===== config.mk =====
export PLATFORM = sky130hd
export DESIGN_NAME = bus_drvr_fifo_bank
export DESIGN_NICKNAME = d
export VERILOG_FILES = /design/src/rtl/bus_drvr_fifo_bank.sv
export SDC_FILE = /design/constraint.sdc
export NUM_CORES = 1
export LEC_CHECK = 0
export BUFFER_PORTS_ARGS = -buffer_cell sky130_fd_sc_hd__buf_4
export CAP_MARGIN = 15
export CORE_UTILIZATION = 55
export CTS_CLUSTER_DIAMETER = 50
export DETAILED_ROUTE_END_ITERATION = 10
export PLACE_DENSITY = 0.74
export SYNTH_ARGS = -nofsm -noshare
export SYNTH_HDL_FRONTEND = slang
export SYNTH_SLANG_ARGS = --single-unit

===== constraint.sdc =====
create_clock -name clk -period 7.42 [get_ports clk]
set_input_delay 1.484 -clock clk [delete_from_list [all_inputs] [get_ports clk]]
set_output_delay 1.484 -clock clk [all_outputs]
set_load 0.1 [all_outputs]

===== src/rtl/bus_drvr_fifo_bank.sv =====
// Per-driver TX/RX FIFO bank between test agents and the bus arbiter.
// Each channel owns two FWFT FIFOs plus saturating drop and sticky error status.

module bdfb_fifo #(
    parameter int W     = 16,
    parameter int DEPTH = 8
) (
    input  logic         clk,
    input  logic         rst_n,
    input  logic         i_wr,
    input  logic [W-1:0] i_wdata,
    input  logic         i_rd,
    output logic [W-1:0] o_rdata,
    output logic         o_vld,
    output logic         o_full,
    output logic         o_drop,
    output logic         o_udf
);
    localparam int AW = $clog2(DEPTH);
    localparam logic [AW:0] FULL_CNT = (AW+1)'(DEPTH);

    logic [W-1:0]  r_mem [DEPTH];
    logic [AW-1:0] r_wptr, r_rptr;
    logic [AW:0]   r_cnt;
    logic          w_empty, w_full, w_wr_ok, w_rd_ok;

    assign w_empty = (r_cnt == '0);
    assign w_full  = (r_cnt == FULL_CNT);
    // A full FIFO still takes a write when the head leaves in the same cycle;
    // an empty FIFO never serves a same-cycle read from the incoming word.
    assign w_wr_ok = i_wr & (~w_full | i_rd);
    assign w_rd_ok = i_rd & ~w_empty;
    assign o_drop  = i_wr & w_full & ~i_rd;
    assign o_udf   = i_rd & w_empty;

    always_ff @(posedge clk) begin
        if (w_wr_ok) r_mem[r_wptr] <= i_wdata;
    end

    always_ff @(posedge clk or negedge rst_n) begin
        if (!rst_n) begin
            r_wptr <= '0;
            r_rptr <= '0;
            r_cnt  <= '0;
        end else begin
            if (w_wr_ok) r_wptr <= r_wptr + AW'(1);
            if (w_rd_ok) r_rptr <= r_rptr + AW'(1);
            case ({w_wr_ok, w_rd_ok})
                2'b10:   r_cnt <= r_cnt + (AW+1)'(1);
                2'b01:   r_cnt <= r_cnt - (AW+1)'(1);
                default: r_cnt <= r_cnt;
            endcase
        end
    end

    // Storage is not reset, so the head is masked while empty.
    assign o_rdata = w_empty ? '0 : r_mem[r_rptr];
    assign o_vld   = ~w_empty;
    assign o_full  = w_full;
endmodule

module bdfb_stat #(
    parameter int CNT_W = 8
) (
    input  logic             clk,
    input  logic             rst_n,
    input  logic             i_clr,
    input  logic             i_tx_drop,
    input  logic             i_rx_drop,
    input  logic             i_udf_ev,
    output logic [CNT_W-1:0] o_cnt,
    output logic             o_ovf,
    output logic             o_udf
);
    logic [CNT_W-1:0] r_cnt;
    logic             r_ovf, r_udf;
    logic [1:0]       w_inc;
    logic [CNT_W:0]   w_sum;
    logic [CNT_W-1:0] w_next;

    // One extra sum bit catches the carry; at most 2 is added per cycle.
    assign w_inc  = {1'b0, i_tx_drop} + {1'b0, i_rx_drop};
    assign w_sum  = {1'b0, r_cnt} + (CNT_W+1)'(w_inc);
    assign w_next = w_sum[CNT_W] ? '1 : w_sum[CNT_W-1:0];

    always_ff @(posedge clk or negedge rst_n) begin
        if (!rst_n) begin
            r_cnt <= '0;
            r_ovf <= 1'b0;
            r_udf <= 1'b0;
        end else if (i_clr) begin
            r_cnt <= '0;
            r_ovf <= 1'b0;
            r_udf <= 1'b0;
        end else begin
            r_cnt <= w_next;
            if (i_tx_drop | i_rx_drop) r_ovf <= 1'b1;
            if (i_udf_ev)              r_udf <= 1'b1;
        end
    end

    assign o_cnt = r_cnt;
    assign o_ovf = r_ovf;
    assign o_udf = r_udf;
endmodule

module bus_drvr_fifo_bank #(
    parameter int drvrs   = 4,
    parameter int pckg_sz = 16,
    parameter int depth   = 8,
    parameter int cnt_w   = 8
) (
    input  logic                       clk,
    input  logic                       reset,
    input  logic [drvrs-1:0]           tx_wr,
    input  logic [drvrs*pckg_sz-1:0]   tx_data,
    output logic [drvrs-1:0]           tx_full,
    output logic [drvrs-1:0]           pndng,
    input  logic [drvrs-1:0]           pop,
    output logic [drvrs*pckg_sz-1:0]   D_pop,
    input  logic [drvrs-1:0]           push,
    input  logic [drvrs*pckg_sz-1:0]   D_push,
    input  logic [drvrs-1:0]           rx_rd,
    output logic [drvrs*pckg_sz-1:0]   rx_data,
    output logic [drvrs-1:0]           rx_vld,
    output logic [drvrs*cnt_w-1:0]     drop_cnt,
    output logic [drvrs-1:0]           ovf,
    output logic [drvrs-1:0]           udf,
    input  logic                       clr_stat
);
    for (genvar gi = 0; gi < drvrs; gi++) begin : g_ch
        logic w_tx_drop, w_tx_udf, w_rx_drop, w_rx_udf, w_rx_full;

        bdfb_fifo #(.W(pckg_sz), .DEPTH(depth)) u_tx (
            .clk     (clk),
            .rst_n   (reset),
            .i_wr    (tx_wr[gi]),
            .i_wdata (tx_data[gi*pckg_sz +: pckg_sz]),
            .i_rd    (pop[gi]),
            .o_rdata (D_pop[gi*pckg_sz +: pckg_sz]),
            .o_vld   (pndng[gi]),
            .o_full  (tx_full[gi]),
            .o_drop  (w_tx_drop),
            .o_udf   (w_tx_udf)
        );

        bdfb_fifo #(.W(pckg_sz), .DEPTH(depth)) u_rx (
            .clk     (clk),
            .rst_n   (reset),
            .i_wr    (push[gi]),
            .i_wdata (D_push[gi*pckg_sz +: pckg_sz]),
            .i_rd    (rx_rd[gi]),
            .o_rdata (rx_data[gi*pckg_sz +: pckg_sz]),
            .o_vld   (rx_vld[gi]),
            .o_full  (w_rx_full),
            .o_drop  (w_rx_drop),
            .o_udf   (w_rx_udf)
        );

        bdfb_stat #(.CNT_W(cnt_w)) u_stat (
            .clk       (clk),
            .rst_n     (reset),
            .i_clr     (clr_stat),
            .i_tx_drop (w_tx_drop),
            .i_rx_drop (w_rx_drop),
            .i_udf_ev  (w_tx_udf | w_rx_udf),
            .o_cnt     (drop_cnt[gi*cnt_w +: cnt_w]),
            .o_ovf     (ovf[gi]),
            .o_udf     (udf[gi])
        );
    end
endmodule


## Yosys cells after proc, flatten, opt, wreduce, memory -nomap -nowiden

Memories as Yosys holds them, arrays and structs flattened.
Index checks and enable logic that the tools add are counted.

| word-level totals | value |
|---|---|
| flip-flop bits (word level) | 120 |
| bits in writable memories | 1,024 |
| output and inout bits | 180 |
| memories | 8 |

Memories:

| name | depth | width | rd ports | clocked after Yosys merged registers in | write ports | RTL line | RTL |
|---|---|---|---|---|---|---|---|
| g_ch[0].u_rx.r_mem | 8 | 16 | 1 | 0 | 1 | 22 | `logic [W-1:0] r_mem [DEPTH];` |
| g_ch[0].u_tx.r_mem | 8 | 16 | 1 | 0 | 1 | 22 |  |
| g_ch[1].u_rx.r_mem | 8 | 16 | 1 | 0 | 1 | 22 |  |
| g_ch[1].u_tx.r_mem | 8 | 16 | 1 | 0 | 1 | 22 |  |
| g_ch[2].u_rx.r_mem | 8 | 16 | 1 | 0 | 1 | 22 |  |
| g_ch[2].u_tx.r_mem | 8 | 16 | 1 | 0 | 1 | 22 |  |
| 2 more memories | - | - | - | - | - | - |  |

| cells by class | value |
|---|---|
| multiplexer cells | 56 |
| add/subtract/negate cells | 40 |
| bitwise logic cells | 80 |
| reductions and logical operators | 24 |
| equality and inequality tests | 24 |

Operator list:

| kind | count |
|---|---|
| 2-to-1 mux 16 bit | 8 |
| 2-to-1 mux 8 bit | 8 |
| case mux 4 bit (2 select lines) | 8 |
| adder 3 x 1 -> 3 bit (second input constant) | 16 |
| AND 1 bit | 40 |
| adder 8 x 2 -> 9 bit | 4 |
| adder 4 x 1 -> 4 bit (second input constant) | 8 |
| == test 4 bit (second input constant) | 8 |
| zero test 4 bit | 8 |
| 2-to-1 mux 1 bit | 32 |
| nonzero test 2 bit | 16 |
| subtractor 4 x 1 -> 4 bit (second input constant) | 8 |
| NOT 1 bit | 24 |
| == test 2 x 1 -> 1 bit (second input constant) | 8 |
| == test 2 bit (second input constant) | 8 |
| bitwise OR 1 bit | 16 |
| adder 1 x 1 -> 2 bit | 4 |

## Longest topological paths before layout

Gate-level depths: netlist of the first run.

| depth | value |
|---|---|
| depth in word-level cells | 7 |
| mapped depth | 9 |
| mapped depth without buffers | 9 |

## Cells and area by module

A second synthesis of the first run with hierarchy kept.

| second synthesis, totals | value |
|---|---|
| cell total of the unflattened synthesis | 2,330 |
| area, all modules | 45,758.9 um2 |

By module, submodules not included:

| module | cells each | area each (um2) | instances | seq. area each (um2) |
|---|---|---|---|---|
| bdfb_fifo | 266 | 5,469.0 | 8 | 4,093.9 |
| bdfb_stat at g_ch[0].u_stat ... | 50 | 489.2 | 3 | 250.2 |
| bdfb_stat at g_ch[3].u_stat | 48 | 514.2 | 1 | 250.2 |
| bus_drvr_fifo_bank | 4 | 25.0 | 1 | 0.0 |

## Worst setup path before layout of the first run

Ideal clock, no wire load.

| timing | value |
|---|---|
| path kind | input to register |
| start point | input rx_rd[0] |
| end point | memory g_ch[0].u_rx.r_mem[0][0], enable pin |
| path slack | 3.650 ns |
| cell stages on the path | 3 |
| arrival time | 3.340 ns |
| library setup time | 0.430 ns |
| cells stage by stage | nand2b_1 -> o21ai_2 -> nor4_1 |

| on the way | value |
|---|---|
| longest elaborated chain between the ends | 4 |

Ends and longest elaborated chain:

| item | RTL line | RTL |
|---|---|---|
| from (decl) | 123 | `input logic [drvrs-1:0] rx_rd,` |
| bitwise OR 1 bit | 31 | `assign w_wr_ok = i_wr & (~w_full \| i_rd);` |
| AND 1 bit | 31 |  |
| 2-to-1 mux 1 bit | 37 | `if (w_wr_ok) r_mem[r_wptr] <= i_wdata;` |
| 2-to-1 mux 1 bit (not written as such) | 37 |  |
| to (decl) | 22 |  |

Every way passes these cells.

## Worst setup path after layout of the first run

| timing | value |
|---|---|
| start point | register g_ch[3].u_tx.r_cnt[0] |
| end point | output D_pop[52] |

| on the way | value |
|---|---|
| longest elaborated chain between the ends | 2 |

Ends and longest elaborated chain:

| item | RTL line | RTL |
|---|---|---|
| from (decl) | 24 | `logic [AW:0] r_cnt;` |
| from (signal assigned) | 49 | `2'b10: r_cnt <= r_cnt + (AW+1)'(1);` |
| from (signal assigned) | 50 | `2'b01: r_cnt <= r_cnt - (AW+1)'(1);` |
| from (signal assigned) | 51 | `default: r_cnt <= r_cnt;` |
| zero test 4 bit | 27 | `assign w_empty = (r_cnt == '0);` |
| 2-to-1 mux 16 bit | 57 | `assign o_rdata = w_empty ? '0 : r_mem[r_rptr];` |
| to (decl) | 120 | `output logic [drvrs*pckg_sz-1:0] D_pop,` |

Every way passes these cells.

==> flow_metrics.tcl, run 1 <==
set metrics [dict create \
    overflow 0 \
    syn_avg_cell_area_um2 20.3 \
    critical_path_class "register to output port" \
    cts.repair.resized 0 \
    crit_family "simple AND/OR/NAND/NOR gates" \
    skew_ns 0.0241 \
    synthesis.area_um2 45600 \
    grt_max_degree 71 \
    netlist_instances 2244 \
    clkLatencyLatePin_ns 0.67 \
    post-cts-setup-buffers 0 \
    clkTransAtPathRegs_ns 0.06 \
    hold_viol_final 0 \
    max_cap_violations 0 \
    hold_buffers 0 \
    initial_core_util_pct 55.5 \
    synth_edf_count 1024 \
    async_flop_share_pct 10.5 \
    worst_slew_pin_slew_ns 1.15 \
    ys_seq_area_share_pct 74.0 \
    setup_tns_ns 0 \
    arrival_ns 3.03 \
    final_cell_mix "edfxtp_1, buf_4, mux4_2" \
    hold_path.class "register to register" \
    hpwl_um 58500 \
    antenna_found_initial 10 \
    ant_nets 0 \
    pin_count 327 \
    vias 22816 \
    yosysWarnings 0 \
    place_congestion 0.761 \
    rsz0062_at_grt "no" \
    layout.nets 2813 \
    synthFlopType "edfxtp_1" \
    min_period_ns 4.51 \
    regToRegStartpoint "g_ch[3].u_tx.r_cnt[0]" \
    period_share_pct 60.8 \
    dr.pass1.iters 5 \
    top_usage_layer "met2" \
    tritoncts "done" \
    grt_usage_pct 22.8 \
    cts_htree_levels 3 \
    finalMaxSlewViolations 0 \
    grt_pass1_wl_um 144000 \
    clock-root-buffer "clkbuf_16" \
    crit_path_start_kind "register" \
    max_stage_delay_ns 0.80 \
    drt_wl_total_um 95200 \
    status "finished clean" \
    coreArea_um2 82100 \
    die_area_um2 84100 \
    cp_num_cells 5 \
    rows 105 \
    slew-limit-headroom_pct 23.1 \
    crit_path_end "D_pop[52]" \
    synth.net_count 2447 \
    port_buffers 326 \
    worst_ep_required_time_ns 5.94 \
    cts.sinks 1144 \
    crit_fanout 16 \
    die_x_um 290 \
    vias_per_cell 6.03 \
    fp.dieH_um 290 \
    drc_errors 0 \
    numCtsBuffers 119 \
    cp_num_buf_inv 2 \
    setup_viol 0 \
    area_delta_synth_final_pct 17.0 \
    worst_path_max_delay_cell "nor4_2" \
    synth-seq-cells 1144 \
    path_cells "nor4_2, inv_2, and2_1, a22o_1, buf_4" \
    endpoint_kind "output port" \
    r2r-end "g_ch[3].u_tx.r_cnt[3]" \
    drive_gt1_share_pct 34.1 \
    regToRegSetupSlack_ns 3.99 \
    met1_usage_pct 29.6 \
    grt_use_met3_pct 5.62 \
    wl_per_cell_um 25.2 \
    first_iter_violations 1539 \
    grt_pass1_vias 23867 \
    clockBufferDepth 3 \
    final_common_cell "edfxtp_1" \
    grtUsageMet2_pct 38.2 \
    yosys.cell_types.count 54 \
    cp-startpoint "g_ch[3].u_tx.r_cnt[0]" \
    reg2reg_depth 7 \
    max_clock_freq_mhz 222 \
]
-- logic make-up (layout without fill, tap and decap cells) --
kind of cell,count (synthesis),in the layout,synth area share [%]
compound gates,247,247,4.35
xor+xnor,55,55,1.06
fa+ha+maj,56,56,1.73
buf+inv,193,659,1.99
flops,1144,1144,74.0
mux,288,288,13.4
other cells,0,3,0
simple gates,261,261,3.41
-- worst min-delay path by stage --
| stage | depth (start not counted) | endpoint | from |
|---|---|---|---|
| floorplan | 1 | g_ch[0].u_rx.r_rptr[2] | g_ch[0].u_rx.r_rptr[2] |
| global placement | 1 | g_ch[2].u_tx.r_rptr[2] | g_ch[2].u_tx.r_rptr[2] |
| detailed placement | 1 | g_ch[2].u_tx.r_rptr[2] | g_ch[2].u_tx.r_rptr[2] |
| CTS | 1 | g_ch[2].u_tx.r_rptr[2] | g_ch[2].u_tx.r_rptr[2] |
| global route | 1 | g_ch[2].u_rx.r_rptr[2] | g_ch[2].u_rx.r_rptr[2] |
| finish | 1 | g_ch[2].u_tx.r_rptr[2] | g_ch[2].u_tx.r_rptr[2] |
-- metal layers --
layer / wire length, um / up-vias
met5: 89 / -
met4: 2160 / 14
met3: 6890 / 136
met2: 48600 / 681
met1: 37500 / 11963
li1: - / 10022
-- metrics by stage --
stage          util, %  setup slack [ns]  hold WS [ns]  std cells  area, um2
2_1_floorplan        -              3.65         0.459       2244      45600
3_3_place_gp      60.3              3.38         0.481       3557      49500
6_report          65.0              2.91         0.508       3783      53400
3_5_place_dp      60.3              3.20         0.494       3557      49500
5_1_grt           65.0              2.80         0.533       3783      53400
4_1_cts           65.0              2.82         0.517       3778      53300
-- layout make-up --
type	instances	area, um2
flip-flops and latches	1144	33800
fillers	5383	28700
multi-input cells	907	11400
clock buffers	146	3160
repair buffers	372	2800
well taps	1070	1340
clock inverters	75	657
inverters	66	248
diodes	3	7.51
-- synthesized netlist by cell type (all sizes together) (9+ instances only) --
| cell type | number | share of area, % |
|---|---|---|
| nor2 | 41 | 0.34 |
| o21ai | 21 | 0.36 |
| mux4 | 256 | 13 |
| dfrtp | 120 | 6.6 |
| a22o | 128 | 2.5 |
| nand3 | 34 | 0.37 |
| a21oi | 34 | 0.37 |
| ha | 44 | 1.2 |
| and2 | 9 | 0.12 |
| edfxtp | 1024 | 67 |
| o211ai | 24 | 0.40 |
| a31oi | 9 | 0.12 |
| xor2 | 11 | 0.21 |
| nor3b | 28 | 0.50 |
| nand2 | 29 | 0.24 |
| xnor2 | 44 | 0.85 |
| buf | 78 | 1.0 |
| mux2 | 24 | 0.62 |
| inv | 65 | 0.54 |
| nor4 | 16 | 0.35 |
| nor3 | 41 | 0.45 |
| or4b | 16 | 0.35 |
| nand2b | 20 | 0.27 |
| clkbuf | 49 | 0.40 |
| fa | 12 | 0.53 |
-- registers in the layout (all words and copies together) (netlist names) --
register,count
g_ch.u_rx.r_cnt,16
g_ch.u_rx.r_mem,512
g_ch.u_rx.r_rptr,12
g_ch.u_rx.r_wptr,12
g_ch.u_stat.o_cnt,32
g_ch.u_stat.o_ovf,4
g_ch.u_stat.o_udf,4
g_ch.u_tx.r_cnt,16
g_ch.u_tx.r_mem,512
g_ch.u_tx.r_rptr,12
g_ch.u_tx.r_wptr,12
Power of run 1 is left out: the tool's default activity adds up to more than one toggle a clock period on the data nets, which glitch-free logic cannot reach.
==> run 2, diff against run 1 <==
- ABC_AREA: unset -> 1
- PLACE_DENSITY: 0.74 -> 0.76
- clock period: 7.42 -> 3.7 ns (I/O delays scaled with it)
==> run 2 against run 1 <==
  * Register-to-register slack lost 3.0 ns
  * Routed wire length grew 21%
  * Utilization fell by 0.67 points
  * Final cell count rose by 80%
  * Synthesized area up 12%
  * Worst hold slack worse by 0.27 ns
==> flow_metrics.tcl, run 2 <==
set metrics [dict create \
    status "finished clean" \
    post-cts-setup-buffers 0 \
    clock-root-buffer "clkbuf_16" \
    regToRegSetupSlack_ns 0.99 \
    worst_slew_pin_slew_ns 1.01 \
    finalMaxSlewViolations 0 \
    max_stage_delay_ns 0.57 \
    ant_nets 0 \
    synth_edf_count 1024 \
    hold_end "g_ch[2].u_tx.r_mem[6][13]" \
    synth-seq-cells 1144 \
    numCtsBuffers 132 \
    worst_ep_required_time_ns 2.96 \
    dr.pass1.iters 6 \
    rsz0062_at_grt "no" \
    pin_count 327 \
    path_cells "inv_2, buf_4, nand2_1, nand2_1, nand2_1, nand2_1, nor2_1, nor2_1, buf_4" \
    first_iter_violations 2684 \
    drt_wl_total_um 115000 \
    grt_usage_pct 24.5 \
    crit_family "buffers and inverters" \
    clkLatencyLatePin_ns 0.73 \
    overflow 0 \
    clockBufferDepth 3 \
    crit_path_frequent_cell "nand2_1" \
    place_congestion 0.803 \
    layout.nets 5676 \
    synth_top_cells_by_area "edfxtp_1, nand2_1, dfrtp_1" \
    skew_ns 0.0341 \
    final_cell_mix "nand2_1, edfxtp_1, inv_1" \
    hold_path.class "input pin to register" \
    rows 111 \
    regToRegStartpoint "g_ch[3].u_rx.r_cnt[1]" \
    crit_path_start_kind "register" \
    cp_num_buf_inv 3 \
    grt_max_degree 67 \
    period_share_pct 94.9 \
    worst_path_max_delay_cell "dfrtp_2" \
    die_area_um2 94400 \
    die_x_um 307 \
    critical_path_class "register to output port" \
    syn_avg_cell_area_um2 9.99 \
    yosysMostFrequentCell "nand2_1" \
    coreArea_um2 91900 \
    antenna_found_initial 8 \
    yosys.cell_types.count 32 \
    clkTransAtPathRegs_ns 0.06 \
    min_period_ns 3.51 \
    port_buffers 326 \
    ys_seq_area_share_pct 65.9 \
    synthFlopType "edfxtp_1" \
    endpoint_kind "output port" \
    reg2reg_depth 11 \
    vias 34925 \
    holdPathStages 1 \
    max_clock_freq_mhz 285 \
    netlist_instances 5128 \
    synth_common_cells "nand2_1, edfxtp_1, inv_1, nand3_1, nor2_1" \
    grt_pass1_vias 34065 \
    async_flop_share_pct 10.5 \
    grt_pass1_wl_um 179000 \
    r2r-end "g_ch[3].u_rx.r_cnt[3]" \
    slew-limit-headroom_pct 32.9 \
    synth_largest_area_cell "edfxtp_1" \
    synthesis.area_um2 51200 \
    final_common_cell "nand2_1" \
    yosysWarnings 0 \
    max_cap_violations 0 \
    hpwl_um 68900 \
    cts.sinks 1144 \
    wl_per_cell_um 16.8 \
    drc_errors 0 \
    synth_top_area_share_pct 60.0 \
    whs_ns 0.239 \
    arrival_ns 2.77 \
    cts_htree_levels 4 \
    fp.dieH_um 307 \
    min_from "tx_data[45]" \
    tritoncts "done" \
    setup_viol 0 \
    synth.net_count 5331 \
    drive_gt1_share_pct 13.4 \
    crit_fanout 41 \
    hold_viol_final 0 \
    initial_core_util_pct 55.7 \
    vias_per_cell 5.12 \
    area_delta_synth_final_pct 15.5 \
    setup_tns_ns 0 \
]
==> run 2: worst max-delay path by stage <==
stage | from | endpoint | slack, ns | cells past startpoint
after floorplan | g_ch[1].u_tx.r_rptr[0] | D_pop[28] | 0.74 | 7
final | g_ch[3].u_rx.r_rptr[0] | rx_data[61] | 0.19 | 9
after detailed placement | g_ch[3].u_rx.r_rptr[0] | rx_data[61] | 0.89 | 8
after global routing | g_ch[3].u_rx.r_rptr[0] | rx_data[61] | 0.02 | 9
after CTS | g_ch[3].u_rx.r_rptr[0] | rx_data[61] | 0.11 | 8
after global placement | g_ch[3].u_rx.r_rptr[0] | rx_data[53] | 0.90 | 8
==> run 2: stage by stage <==
step	setup WS [ns]	cell area, um2	instances	util (%)
after floorplan	0.743	51200	5128	-
after global placement	0.904	54700	6581	59.5
after detailed placement	0.890	54700	6581	59.5
after CTS	0.112	59100	6823	64.3
after global routing	0.0182	59100	6827	64.3
final	0.189	59100	6827	64.3
==> run 2: cell families (layout without fill, tap and decap cells) <==
kind of cell             count (synthesis)  count (layout)  synth area share (%)
AO/OA/AOI/OAI                           78              78                 0.794
adder cells (fa/ha/maj)                 56              56                  1.54
flip-flops                            1144            1144                  65.9
AND/OR/NAND/NOR                       2892            2892                  22.9
buffers and inverters                  910            1362                  8.02
other                                    0               4                     0
XOR/XNOR                                48              48                 0.821
==> run 2: what timing repair did <==
action	4_1_cts	5_1_grt
resized for setup	0	1
endpoints found under the hold margin	4	0
hold buffers	1	0
setup endpoints to repair	0	4
==> run 2: cell type report <==
cell class	count	area, um2
Antenna cell	4	10.0
Clock buffer	168	3650
Fill cell	6921	32800
Sequential cell	1144	33800
Inverter	677	2540
Timing Repair Buffer	444	3430
Tap cell	1243	1560
Multi-Input combinational cell	3074	13500
Clock inverter	73	738
==> run 2: metal layers <==
metal	GRT usage [%]	wire length [um]	vias up
met2	41.5	56700	1166
met4	9.18	3420	8
met3	5.82	9020	257
li1	-	-	17027
met5	0	53	-
met1	30.4	45600	16467
Power of run 2 is left out for the same reason.
==> run 3, diff against run 2 <==
- PLACE_DENSITY: 0.76 -> 0.73
- clock period: 3.7 -> 3.3 ns (I/O delays scaled with it)
==> run 3 against run 2 <==
  * Via count down 0.96%
  * Non-clock buffer count grew 15
  * Worst hold slack got worse by 0.072 ns
  * First-iteration DRC count shrank 6.4%
  * Register-to-register slack got worse by 0.28 ns
  * Global-route usage shrank 0.086 points
  * Sequential share of layout area hardly changed
  * Final cell count is essentially flat
  * Die area unchanged
  * Sequential cell count stayed put
  * Utilization is essentially flat
  * Clock skew decreased by 0.015 ns
==> flow_metrics.tcl, run 3 (synthesized netlist as in run 2, its figures left out) <==
set metrics [dict create \
    drive_gt1_share_pct 13.6 \
    ant_nets 0 \
    hold_path.class "input pin to register" \
    overflow 0 \
    nFillCells 7081 \
    setup_tns_ns 0 \
    hold_end "g_ch[3].u_tx.r_mem[4][15]" \
    wl_per_cell_um 16.7 \
    worst_path_max_delay_cell "dfrtp_4" \
    max_clock_freq_mhz 317 \
    path_cells "inv_2, buf_12, nand2_1, nand2_1, nand2_1, nand2_1, nor2_1, nor2_1, buf_4" \
    regToRegStartpoint "g_ch[3].u_rx.r_cnt[1]" \
    slew-limit-headroom_pct 40.4 \
    numCtsBuffers 130 \
    vias_per_cell 5.06 \
    cts_htree_levels 4 \
    area_delta_synth_final_pct 15.6 \
    tritoncts "done" \
    clock-root-buffer "clkbuf_16" \
    place_congestion 0.828 \
    endpoint_kind "output port" \
    regArea_um2 33800 \
    drc_errors 0 \
    critical_path_class "register to output port" \
    final_cell_mix "nand2_1, edfxtp_1, inv_1" \
    vias 34590 \
    crit_fanout 29 \
    port_buffers 326 \
    regToRegSetupSlack_ns 0.71 \
    worst_slew_pin_slew_ns 0.893 \
    setup_viol 0 \
    dp.cells 6594 \
    layout.nets 5689 \
    dr.pass1.iters 6 \
    place_area_um2 54900 \
    cts.sinks 1144 \
    crit_path_frequent_cell "nand2_1" \
    finalMaxSlewViolations 0 \
    reg2reg_depth 11 \
    final_area_um2 59200 \
    die_area_um2 94400 \
    period_share_pct 95.4 \
    crit_path_start_kind "register" \
    holdPathStages 1 \
    clkTransAtPathRegs_ns 0.06 \
    worst_ep_required_time_ns 2.64 \
    fin_cells 6833 \
    initial_core_util_pct 55.7 \
    coreArea_um2 91900 \
    first_iter_violations 2512 \
    min_from "tx_data[63]" \
    rows 111 \
    hold_viol_final 0 \
    grt_usage_pct 24.4 \
    hpwl_um 69600 \
    die_x_um 307 \
    arrival_ns 2.49 \
    max_cap_violations 0 \
    r2r-end "g_ch[3].u_rx.r_cnt[3]" \
    grt_pass1_wl_um 178000 \
    fp.dieH_um 307 \
    cp-startpoint "g_ch[2].u_rx.r_rptr[0]" \
    skew_ns 0.0188 \
    multi_input_area_um2 13500 \
    grt_pass1_vias 33419 \
    status "finished clean" \
    final_common_cell "nand2_1" \
    final_core_util_pct 64.4 \
    antenna_found_initial 9 \
    rsz0062_at_grt "no" \
    grt_max_degree 66 \
    pin_count 327 \
    drt_wl_total_um 114000 \
    min_period_ns 3.15 \
    max_stage_delay_ns 0.60 \
    clockBufferDepth 3 \
    clkLatencyLatePin_ns 0.72 \
]
==> run 3: changes by cell type in the layout (fill, tap and decap cells not counted), sizes merged <==
cell and delta:
clkinvlp +1, buf +12, inv -4, diode +4, clkinv -3, bufinv -4
==> run 3: per-stage QoR <==
stage | setup WS (ns) | hold WS [ns]
after floorplan | 0.423 | 0.364
after global placement | 0.667 | 0.484
after detailed placement | 0.613 | 0.489
after CTS | 0.00966 | 0.107
after global routing | 0.00704 | 0.126
final | 0.150 | 0.167
==> run 3: critical path: cells and delay by family, from the launching register on <==
kind,cells,cell delay (ns)
buffers and inverters,3,0.67
flip-flops,1,0.60
AND/OR/NAND/NOR,6,0.49
==> run 3: how the worst max path moves through the flow <==
stage	to	slack (ns)
detailed placement	g_ch[0].u_stat.o_cnt[5]	0.61
global placement	g_ch[0].u_stat.o_cnt[5]	0.67
floorplan	D_pop[28]	0.42
global route	D_pop[39]	0.007
CTS	rx_data[56]	0.01
finish	rx_data[44]	0.15
==> run 3: cell type report <==
cell class	count	area share (%)
clock buffer	165	6.00
inverter	677	4.31
sequential	1144	57.1
tap	1243	2.63
multi-input combinational	3074	22.8
timing repair buffer	459	6.28
antenna	8	0.0338
clock inverter	63	0.915
==> run 3: per-layer routing <==
metal,global-route usage [%],routed length [um]
met1,30.8,46800
met2,40.5,55700
met3,5.71,8300
met4,9.82,3230
met5,0,56
==> run 3: repair_timing <==
| action | in CTS | in global routing |
|---|---|---|
| hold buffers | 1 | 0 |
| buffers inserted | 0 | 1 |
| endpoints found under the setup margin | 20 | 47 |
| resized for setup | 19 | 33 |
| pin swaps | 0 | 2 |
| cloned | 0 | 1 |
| hold endpoints to repair | 30 | 0 |
Power of run 3 is left out for the same reason.
